==> config.mk <==
export PLATFORM = sky130hd
export DESIGN_NAME = pla_cube_eval
export DESIGN_NICKNAME = d
export VERILOG_FILES = /design/src/rtl/pla_cube_eval.sv
export SDC_FILE = /design/constraint.sdc
export NUM_CORES = 1
export LEC_CHECK = 0
export CAP_MARGIN = 20
export CORE_ASPECT_RATIO = 2
export CORE_MARGIN = 2
export CORE_UTILIZATION = 49
export CTS_BUF_LIST = sky130_fd_sc_hd__clkbuf_8 sky130_fd_sc_hd__clkbuf_16
export DETAILED_ROUTE_END_ITERATION = 8
export PLACE_DENSITY = 0.69
export SLEW_MARGIN = 10
export SYNTH_ARGS = -nofsm -noshare
export SYNTH_HDL_FRONTEND = slang
export SYNTH_SLANG_ARGS = --single-unit
==> constraint.sdc <==
create_clock -name clk -period 9.7 [get_ports clk]
set_input_delay 2.425 -clock clk [delete_from_list [all_inputs] [get_ports clk]]
set_output_delay 2.425 -clock clk [all_outputs]
set_load 0.01 [all_outputs]
==> src/rtl/pla_cube_eval.sv <==
//-----------------------------------------------------------------------------
// pla_cube_eval
//
// Programmable sum-of-products evaluator. A run-time loaded table of cubes
// (care mask, literal polarity, output mask) is evaluated against each
// accepted input vector, one cube per clock, and the OR of the output masks
// of all matching cubes is returned over a valid/ready handshake.
//
// Optional feature (compile-time macro):
//   PLA_EARLY_EXIT_EN - leave EVAL as soon as the accumulator is all-ones.
//                       When undefined, latency is always len+1 cycles.
//
// Parameters:
//   N_IN     number of primary inputs (1..64)
//   N_OUT    number of outputs (1..32)
//   N_CUBES  cube table depth, power of two (2..256)
//   AW       cube address width, derived from N_CUBES
//
// Ports:
//   clk, rst     clock and asynchronous active-high reset
//   cfg_we       write cube cfg_addr with cfg_care / cfg_val / cfg_omask
//   cfg_len_we   write the active cube count cfg_len (0..N_CUBES)
//   cfg_err      one-cycle pulse after a rejected configuration write
//   in_valid/in_ready/x    input vector handshake
//   out_valid/out_ready/y  result handshake
//-----------------------------------------------------------------------------
module pla_cube_eval #(
    parameter  int N_IN    = 16,
    parameter  int N_OUT   = 1,
    parameter  int N_CUBES = 32,
    localparam int AW      = $clog2(N_CUBES)
) (
    input  logic              clk,
    input  logic              rst,
    input  logic              cfg_we,
    input  logic [AW-1:0]     cfg_addr,
    input  logic [N_IN-1:0]   cfg_care,
    input  logic [N_IN-1:0]   cfg_val,
    input  logic [N_OUT-1:0]  cfg_omask,
    input  logic              cfg_len_we,
    input  logic [AW:0]       cfg_len,
    output logic              cfg_err,
    input  logic              in_valid,
    output logic              in_ready,
    input  logic [N_IN-1:0]   x,
    output logic              out_valid,
    input  logic              out_ready,
    output logic [N_OUT-1:0]  y
);

    localparam logic [1:0] ST_IDLE = 2'd0;
    localparam logic [1:0] ST_EVAL = 2'd1;
    localparam logic [1:0] ST_DONE = 2'd2;

    localparam logic [AW:0]    LEN_MAX  = (AW + 1)'(N_CUBES);
    localparam logic [AW:0]    LEN_ONE  = {{AW{1'b0}}, 1'b1};
    localparam logic [AW:0]    LEN_ZERO = {(AW + 1){1'b0}};
    localparam logic [AW-1:0]  IDX_ZERO = {AW{1'b0}};
    localparam logic [AW-1:0]  IDX_ONE  = {{(AW - 1){1'b0}}, 1'b1};
    localparam logic [N_OUT-1:0] ACC_ZERO = {N_OUT{1'b0}};

    // A cube matches when every cared-for input bit equals its literal value.
    function automatic logic cube_hit(
        input logic [N_IN-1:0] xv,
        input logic [N_IN-1:0] val,
        input logic [N_IN-1:0] care
    );
        cube_hit = (((xv ^ val) & care) == {N_IN{1'b0}});
    endfunction

    // Cube table (deliberately not reset: only len is cleared).
    logic [N_IN-1:0]  care_mem_q  [N_CUBES];
    logic [N_IN-1:0]  val_mem_q   [N_CUBES];
    logic [N_OUT-1:0] omask_mem_q [N_CUBES];

    logic [1:0]       state_q, state_d;
    logic [AW:0]      len_q, len_d;
    logic [AW-1:0]    idx_q, idx_d;
    logic [N_IN-1:0]  x_q, x_d;
    logic [N_OUT-1:0] acc_q, acc_d;
    logic             cfg_err_q, cfg_err_d;
    logic             out_valid_q, out_valid_d;

    logic             tbl_we_s;
    logic             len_ok_s;
    logic             last_s;
    logic             early_s;
    logic [N_OUT-1:0] hit_mask_s;
    logic [N_OUT-1:0] acc_next_s;

    // Contribution of the cube currently addressed by idx.
    always_comb begin
        if (cube_hit(x_q, val_mem_q[idx_q], care_mem_q[idx_q])) begin
            hit_mask_s = omask_mem_q[idx_q];
        end else begin
            hit_mask_s = ACC_ZERO;
        end
        acc_next_s = acc_q | hit_mask_s;
        last_s     = (({1'b0, idx_q} + LEN_ONE) == len_q);
        len_ok_s   = (cfg_len <= LEN_MAX);
`ifdef PLA_EARLY_EXIT_EN
        // Once every output is set, later cubes cannot change the result.
        early_s    = &acc_next_s;
`else
        early_s    = 1'b0;
`endif
    end

    // Configuration acceptance and the IDLE/EVAL/DONE sequencer.
    always_comb begin
        state_d     = state_q;
        len_d       = len_q;
        idx_d       = idx_q;
        x_d         = x_q;
        acc_d       = acc_q;
        tbl_we_s    = 1'b0;
        cfg_err_d   = 1'b0;
        out_valid_d = 1'b0;

        // Config writes only land in IDLE; len is applied before the
        // handshake decision so a same-cycle vector sees the new value.
        if (state_q == ST_IDLE) begin
            tbl_we_s = cfg_we;
            if (cfg_len_we && len_ok_s) begin
                len_d = cfg_len;
            end else begin
                len_d = len_q;
            end
            cfg_err_d = cfg_len_we & ~len_ok_s;
        end else begin
            tbl_we_s  = 1'b0;
            cfg_err_d = cfg_we | cfg_len_we;
        end

        case (state_q)
            ST_IDLE: begin
                if (in_valid) begin
                    x_d   = x;
                    acc_d = ACC_ZERO;
                    idx_d = IDX_ZERO;
                    if (len_d != LEN_ZERO) begin
                        state_d = ST_EVAL;
                    end else begin
                        state_d = ST_DONE;
                    end
                end else begin
                    state_d = ST_IDLE;
                end
            end
            ST_EVAL: begin
                acc_d = acc_next_s;
                idx_d = idx_q + IDX_ONE;
                if (last_s || early_s) begin
                    state_d = ST_DONE;
                end else begin
                    state_d = ST_EVAL;
                end
            end
            ST_DONE: begin
                if (out_ready) begin
                    state_d = ST_IDLE;
                end else begin
                    state_d = ST_DONE;
                end
            end
            default: begin
                state_d = ST_IDLE;
            end
        endcase

        out_valid_d = (state_d == ST_DONE);
    end

    // Control and datapath registers.
    always_ff @(posedge clk or posedge rst) begin
        if (rst) begin
            state_q     <= ST_IDLE;
            len_q       <= LEN_ZERO;
            idx_q       <= IDX_ZERO;
            x_q         <= {N_IN{1'b0}};
            acc_q       <= ACC_ZERO;
            cfg_err_q   <= 1'b0;
            out_valid_q <= 1'b0;
        end else begin
            state_q     <= state_d;
            len_q       <= len_d;
            idx_q       <= idx_d;
            x_q         <= x_d;
            acc_q       <= acc_d;
            cfg_err_q   <= cfg_err_d;
            out_valid_q <= out_valid_d;
        end
    end

    // Cube table write port.
    always_ff @(posedge clk) begin
        if (tbl_we_s) begin
            care_mem_q[cfg_addr]  <= cfg_care;
            val_mem_q[cfg_addr]   <= cfg_val;
            omask_mem_q[cfg_addr] <= cfg_omask;
        end
    end

    // in_ready is forced low while reset is held.
    assign in_ready  = (state_q == ST_IDLE) & ~rst;
    assign out_valid = out_valid_q;
    assign y         = acc_q;
    assign cfg_err   = cfg_err_q;

endmodule

==> results of run 1 <==
[cell type report]
cell class,instances,area (um^2)
Fill cell,6082,37700
Clock inverter,76,631
Tap cell,1078,1350
Multi-Input combinational cell,692,9240
Inverter,5,18.8
Sequential cell,1088,32500
Clock buffer,98,2430
Timing Repair Buffer,151,1540
[synthesized netlist by cell type, drive strengths merged (4+ instances only)]
cell | number | area, um^2
and3 | 4 | 25.0
buf | 69 | 454
a22o | 11 | 96.3
o21ai | 14 | 70.1
nor3 | 6 | 30.0
mux2i | 78 | 781
edfxtp | 1056 | 31700
o22a | 5 | 43.8
a21oi | 14 | 70.1
xnor2 | 19 | 166
o22ai | 22 | 138
nor2 | 53 | 199
nand3 | 8 | 40.0
dfrtp | 32 | 801
inv | 4 | 15.0
mux2 | 30 | 338
mux4 | 256 | 5780
nor2b | 7 | 43.8
a221oi | 5 | 56.3
or3 | 8 | 50.1
xor2 | 19 | 166
nand4 | 8 | 50.1
nand2 | 37 | 139
clkbuf | 29 | 109
o221ai | 16 | 140
a22oi | 28 | 210
[registers in the layout (all words and copies together) (netlist names)]
name / cells
state_q: 2
care_mem_q: 512
idx_q: 5
out_valid: 1
x_q: 16
y: 1
omask_mem_q: 32
len_q: 6
val_mem_q: 512
cfg_err: 1
[worst min-delay path by stage]
stage                start     end
global placement         y       y
detailed placement  x_q[1]  x_q[1]
global route        x_q[1]  x_q[1]
floorplan           x_q[1]  x_q[1]
CTS                      y       y
finish                   y       y
[metal layers]
metal	routed length, um	up-vias	GRT usage
met4	2810	2	0.0707
met3	7280	137	0.0271
met1	39500	10728	0.321
met5	13	-	0
li1	-	8255	-
met2	48900	968	0.370
[worst min-delay path, stage by stage, from the launching register on]
cell and delay (ns):
dfrtp_1 0.35, inv_1 0.05, o32ai_2 0.08
[report_power, final]
part           leakage (nW)  internal, mW  switching (mW)
combinational          3.55          1.58            1.83
sequential             9.88          5.25           0.255
clock                  1.60          2.08            1.64
total                  15.0          8.91            3.73
[kinds of logic after synthesis]
family,count (synthesis),synth area share
compound gates,136,0.0240
flops,1088,0.772
xor+xnor,38,0.00791
mux,364,0.164
fa+ha+maj,1,0.000297
buf+inv,103,0.0138
simple gates,153,0.0177
[through the flow]
step	total power, mW	hold slack [ns]
after CTS	12.7	0.541
after global routing	13.1	0.570
final	12.6	0.539
after floorplan	7.92	0.502
after detailed placement	9.02	0.526
after global placement	9.00	0.503
==> impl_metrics.tcl, run 1 <==
set metrics [dict create \
    status "finished, final reports clean" \
    grt_pass1_wl_um 142000 \
    cts-buffers-inserted 94 \
    vias_per_cell 6.30 \
    slew_viol_final 0 \
    drive_gt1_frac 0.262 \
    timing.rr.start "idx_q[1]" \
    io_pins 70 \
    crit_buf_inv 2 \
    setup_tns_ns 0 \
    startpoint "rst" \
    worst-r2r-setup-slack_ns 5.12 \
    peakVddDrop_mv 0.280 \
    rsz0062_at_grt "no" \
    fmax_mhz 167 \
    track_usage 0.226 \
    critPathKind "in -> out" \
    critical_path_required_ns 7.28 \
    final_common_cell "edfxtp_1" \
    slowest_delay_ns 0.56 \
    critical_path_arrival_ns 3.55 \
    syn2layout_area_growth_pct 13.4 \
    port_buffers 69 \
    cp_max_fo 2 \
    setup_viol 0 \
    cts_sinks 1088 \
    drtIter0Drc 2626 \
    ys.flop_type "edfxtp_1" \
    whs_path_depth 2 \
    maxCapViolCount 0 \
    gp_congestion 0.797 \
    cp_num_cells 3 \
    synth-edff-count 1056 \
    wl_per_cell_um 30.9 \
    vias 20090 \
    power-per-cell-area_nw_per_um2 265 \
    cts_hold_buffers 0 \
    finalWirelength_um 98500 \
    ys_seq_area_frac 0.772 \
    core_area_um2 85400 \
    overflow 0 \
    worst_slack_ns 3.72 \
    postCtsSetupRepairBufs 0 \
    syn_inst 1883 \
    start_util 0.493 \
    h-tree-depth 3 \
    utilization 0.559 \
    clockBufferDepth 3 \
    syn_avg_cell_area_um2 22.4 \
    n_antenna_cell 0 \
    leakage_nw 15.0 \
    grt_pass1_vias 20057 \
    antenna_found_initial 2 \
    fin_cells 3188 \
    maxSlewHeadroom 0.245 \
    dpl-instance-area_um2 44300 \
    period_share 0.616 \
    ys_types 62 \
    place_ws_ns 3.73 \
    clk_pin_slew_ns 0.06 \
    cts-root-buf "clkbuf_16" \
    yosysWarnings 0 \
    cts_resized 0 \
    critPathTopFamily "buffers and inverters" \
    design_area_um2 47700 \
    crit_top_cell "clkdlybuf4s50_1" \
    rows 152 \
    die_h_um 418 \
    clock_latency_ns 0.65 \
    reg2reg_depth 10 \
    drtPass1Iterations 5 \
    post-dp-hpwl_um 55600 \
    worst_pin_slew_ns 1.13 \
    layout_common_cells "1056 x edfxtp_1, 252 x mux4_2, 96 x clkbuf_16" \
    die_area_um2 88400 \
    ys_async_sr_fraction 0.0294 \
    syn-num-nets 1950 \
    crit_chain "clkdlybuf4s50_1 > nor3_1 > clkdlybuf4s50_1" \
    place_inst 2993 \
    post-route-min-period_ns 5.98 \
    hold_violations 0 \
    syn_area_um2 42100 \
    critPathSlowestCell "clkdlybuf4s50_1" \
    finish.net_count 2099 \
    cp-endpoint "in_ready" \
    hold_path.class "reg -> reg" \
    startpoint_type "input pin" \
    grt_max_degree 97 \
    die_w_um 211 \
    endpoint_kind "output port" \
    cts_tree "built" \
    drc_errors 0 \
    r2r_end "y" \
    finClkSkew_ns 0.0171 \
    ys_ff_latch 1088 \
    ant_nets 0 \
]
No activity file was read; power rests on OpenSTA's default activity.
==> inputs of run 2 (changes only) <==
- clock period: 9.7 -> 6.08 ns (I/O delays scaled with it)
==> run 2 against run 1 <==
Power rose by 60%. Largest cell class unchanged. Core utilization rose by 0.10 points. Global-route usage rose by 0.41 points. Critical path depth did not move. Die area did not move. Clock power rose by 60%. Highest routed layer is now met4. Sequential power rose by 61%.
==> impl_metrics.tcl, run 2 (synthesis gave the netlist of run 1 again) <==
set metrics [dict create \
    status "finished, final reports clean" \
    utilization 0.560 \
    reg.largest.list "care_mem_q x512, val_mem_q x512, omask_mem_q x32" \
    vias 19926 \
    slew_viol_final 0 \
    wl_per_cell_um 31.1 \
    critPathKind "in -> out" \
    gp_congestion 0.831 \
    postCtsSetupRepairBufs 0 \
    critPathTopFamily "buffers and inverters" \
    crit_buf_inv 2 \
    maxCapViolCount 0 \
    place_inst 3020 \
    hold_path.class "reg -> reg" \
    die_w_um 211 \
    drc_errors 0 \
    cts_hold_buffers 0 \
    io_pins 70 \
    cts-buffers-inserted 93 \
    syn2layout_area_growth_pct 13.6 \
    start_util 0.493 \
    cp_num_cells 3 \
    cts_sinks 1088 \
    grt_pass1_wl_um 144000 \
    rsz0062_at_grt "no" \
    crit_chain "clkdlybuf4s50_1 > nor3_1 > clkdlybuf4s50_1" \
    crit_top_cell "clkdlybuf4s50_1" \
    h-tree-depth 3 \
    peakVddDrop_mv 0.307 \
    maxSlewHeadroom 0.268 \
    finClkSkew_ns 0.0234 \
    cp-endpoint "in_ready" \
    period_share 0.686 \
    drtIter0Drc 2418 \
    fin_cells 3195 \
    port_buffers 69 \
    cts_resized 0 \
    worst-r2r-setup-slack_ns 2.27 \
    timing.rr.start "idx_q[0]" \
    finalWirelength_um 99300 \
    place_ws_ns 1.71 \
    startpoint_type "input pin" \
    grt_pass1_vias 20543 \
    endpoint_kind "output port" \
    track_usage 0.230 \
    post-dp-hpwl_um 61800 \
    antenna_found_initial 1 \
    grt_max_degree 63 \
    design_area_um2 47800 \
    critical_path_required_ns 4.56 \
    cts-root-buf "clkbuf_16" \
    power-per-cell-area_nw_per_um2 424 \
    clk_pin_slew_ns 0.06 \
    clock_latency_ns 0.67 \
    reg2reg_depth 9 \
    finish.net_count 2108 \
    setup_tns_ns 0 \
    drtPass1Iterations 5 \
    die_h_um 418 \
    post-route-min-period_ns 4.17 \
    core_area_um2 85400 \
    hold_violations 0 \
    slowest_delay_ns 0.56 \
    dpl-instance-area_um2 44600 \
    r2r_end "y" \
    cts_tree "built" \
    critPathSlowestCell "clkdlybuf4s50_1" \
    fmax_mhz 240 \
    hp-start "len_q[4]" \
    drive_gt1_frac 0.266 \
    layout_common_cells "1056 x edfxtp_1, 252 x mux4_2, 96 x clkbuf_16" \
    setup_viol 0 \
    worst_slack_ns 1.91 \
    vias_per_cell 6.24 \
    clockBufferDepth 3 \
    cp_max_fo 2 \
    leakage_nw 15.0 \
    startpoint "rst" \
    ant_nets 0 \
    overflow 0 \
    worst_pin_slew_ns 1.10 \
    final_common_cell "edfxtp_1" \
    rows 152 \
    die_area_um2 88400 \
    critical_path_arrival_ns 2.65 \
]
-- run 2: worst reg2reg max path: cells and delay by family, from the launching register on --
family                 cells  cell delay (ns)
flip-flops                 1             0.82
multiplexers               2             0.75
AND/OR/NAND/NOR            1             0.35
buffers and inverters      2             1.07
AO/OA/AOI/OAI              4             0.75
-- run 2: worst min-delay path by stage --
stage	to	slack, ns	cells after the start
2_1_floorplan	x_q[1]	0.50	1
3_3_place_gp	len_q[2]	0.55	1
6_report	len_q[4]	0.57	1
4_1_cts	len_q[4]	0.57	1
5_1_grt	len_q[4]	0.57	1
3_5_place_dp	len_q[4]	0.55	1
-- run 2: cell type report --
type,count,area [um^2]
fill,6123,37600
sequential,1088,32500
multi-input combinational,692,9240
clock buffer,100,2460
timing repair buffer,161,1620
tap,1078,1350
clock inverter,70,606
inverter,5,18.8
antenna,1,2.50
-- run 2: power by group --
part           switching (mW)  leakage (nW)  internal (mW)
sequential              0.452          9.88           8.37
clock                    2.61          1.58           3.34
combinational            2.96          3.58           2.53
total                    6.03          15.0           14.2
-- run 2: through the flow --
step | hold slack (ns) | power (mW)
final | 0.569 | 20.3
after global routing | 0.571 | 21.0
after CTS | 0.566 | 20.4
after detailed placement | 0.551 | 14.5
after global placement | 0.551 | 14.5
after floorplan | 0.502 | 12.6
-- run 2: metal layers --
metal | GRT usage | share of wire | vias to the layer above
li1 | - | - | 8271
met1 | 0.317 | 0.39 | 10566
met2 | 0.378 | 0.50 | 926
met3 | 0.0343 | 0.075 | 163
met4 | 0.0801 | 0.032 | 0
met5 | 0 | 0 | -
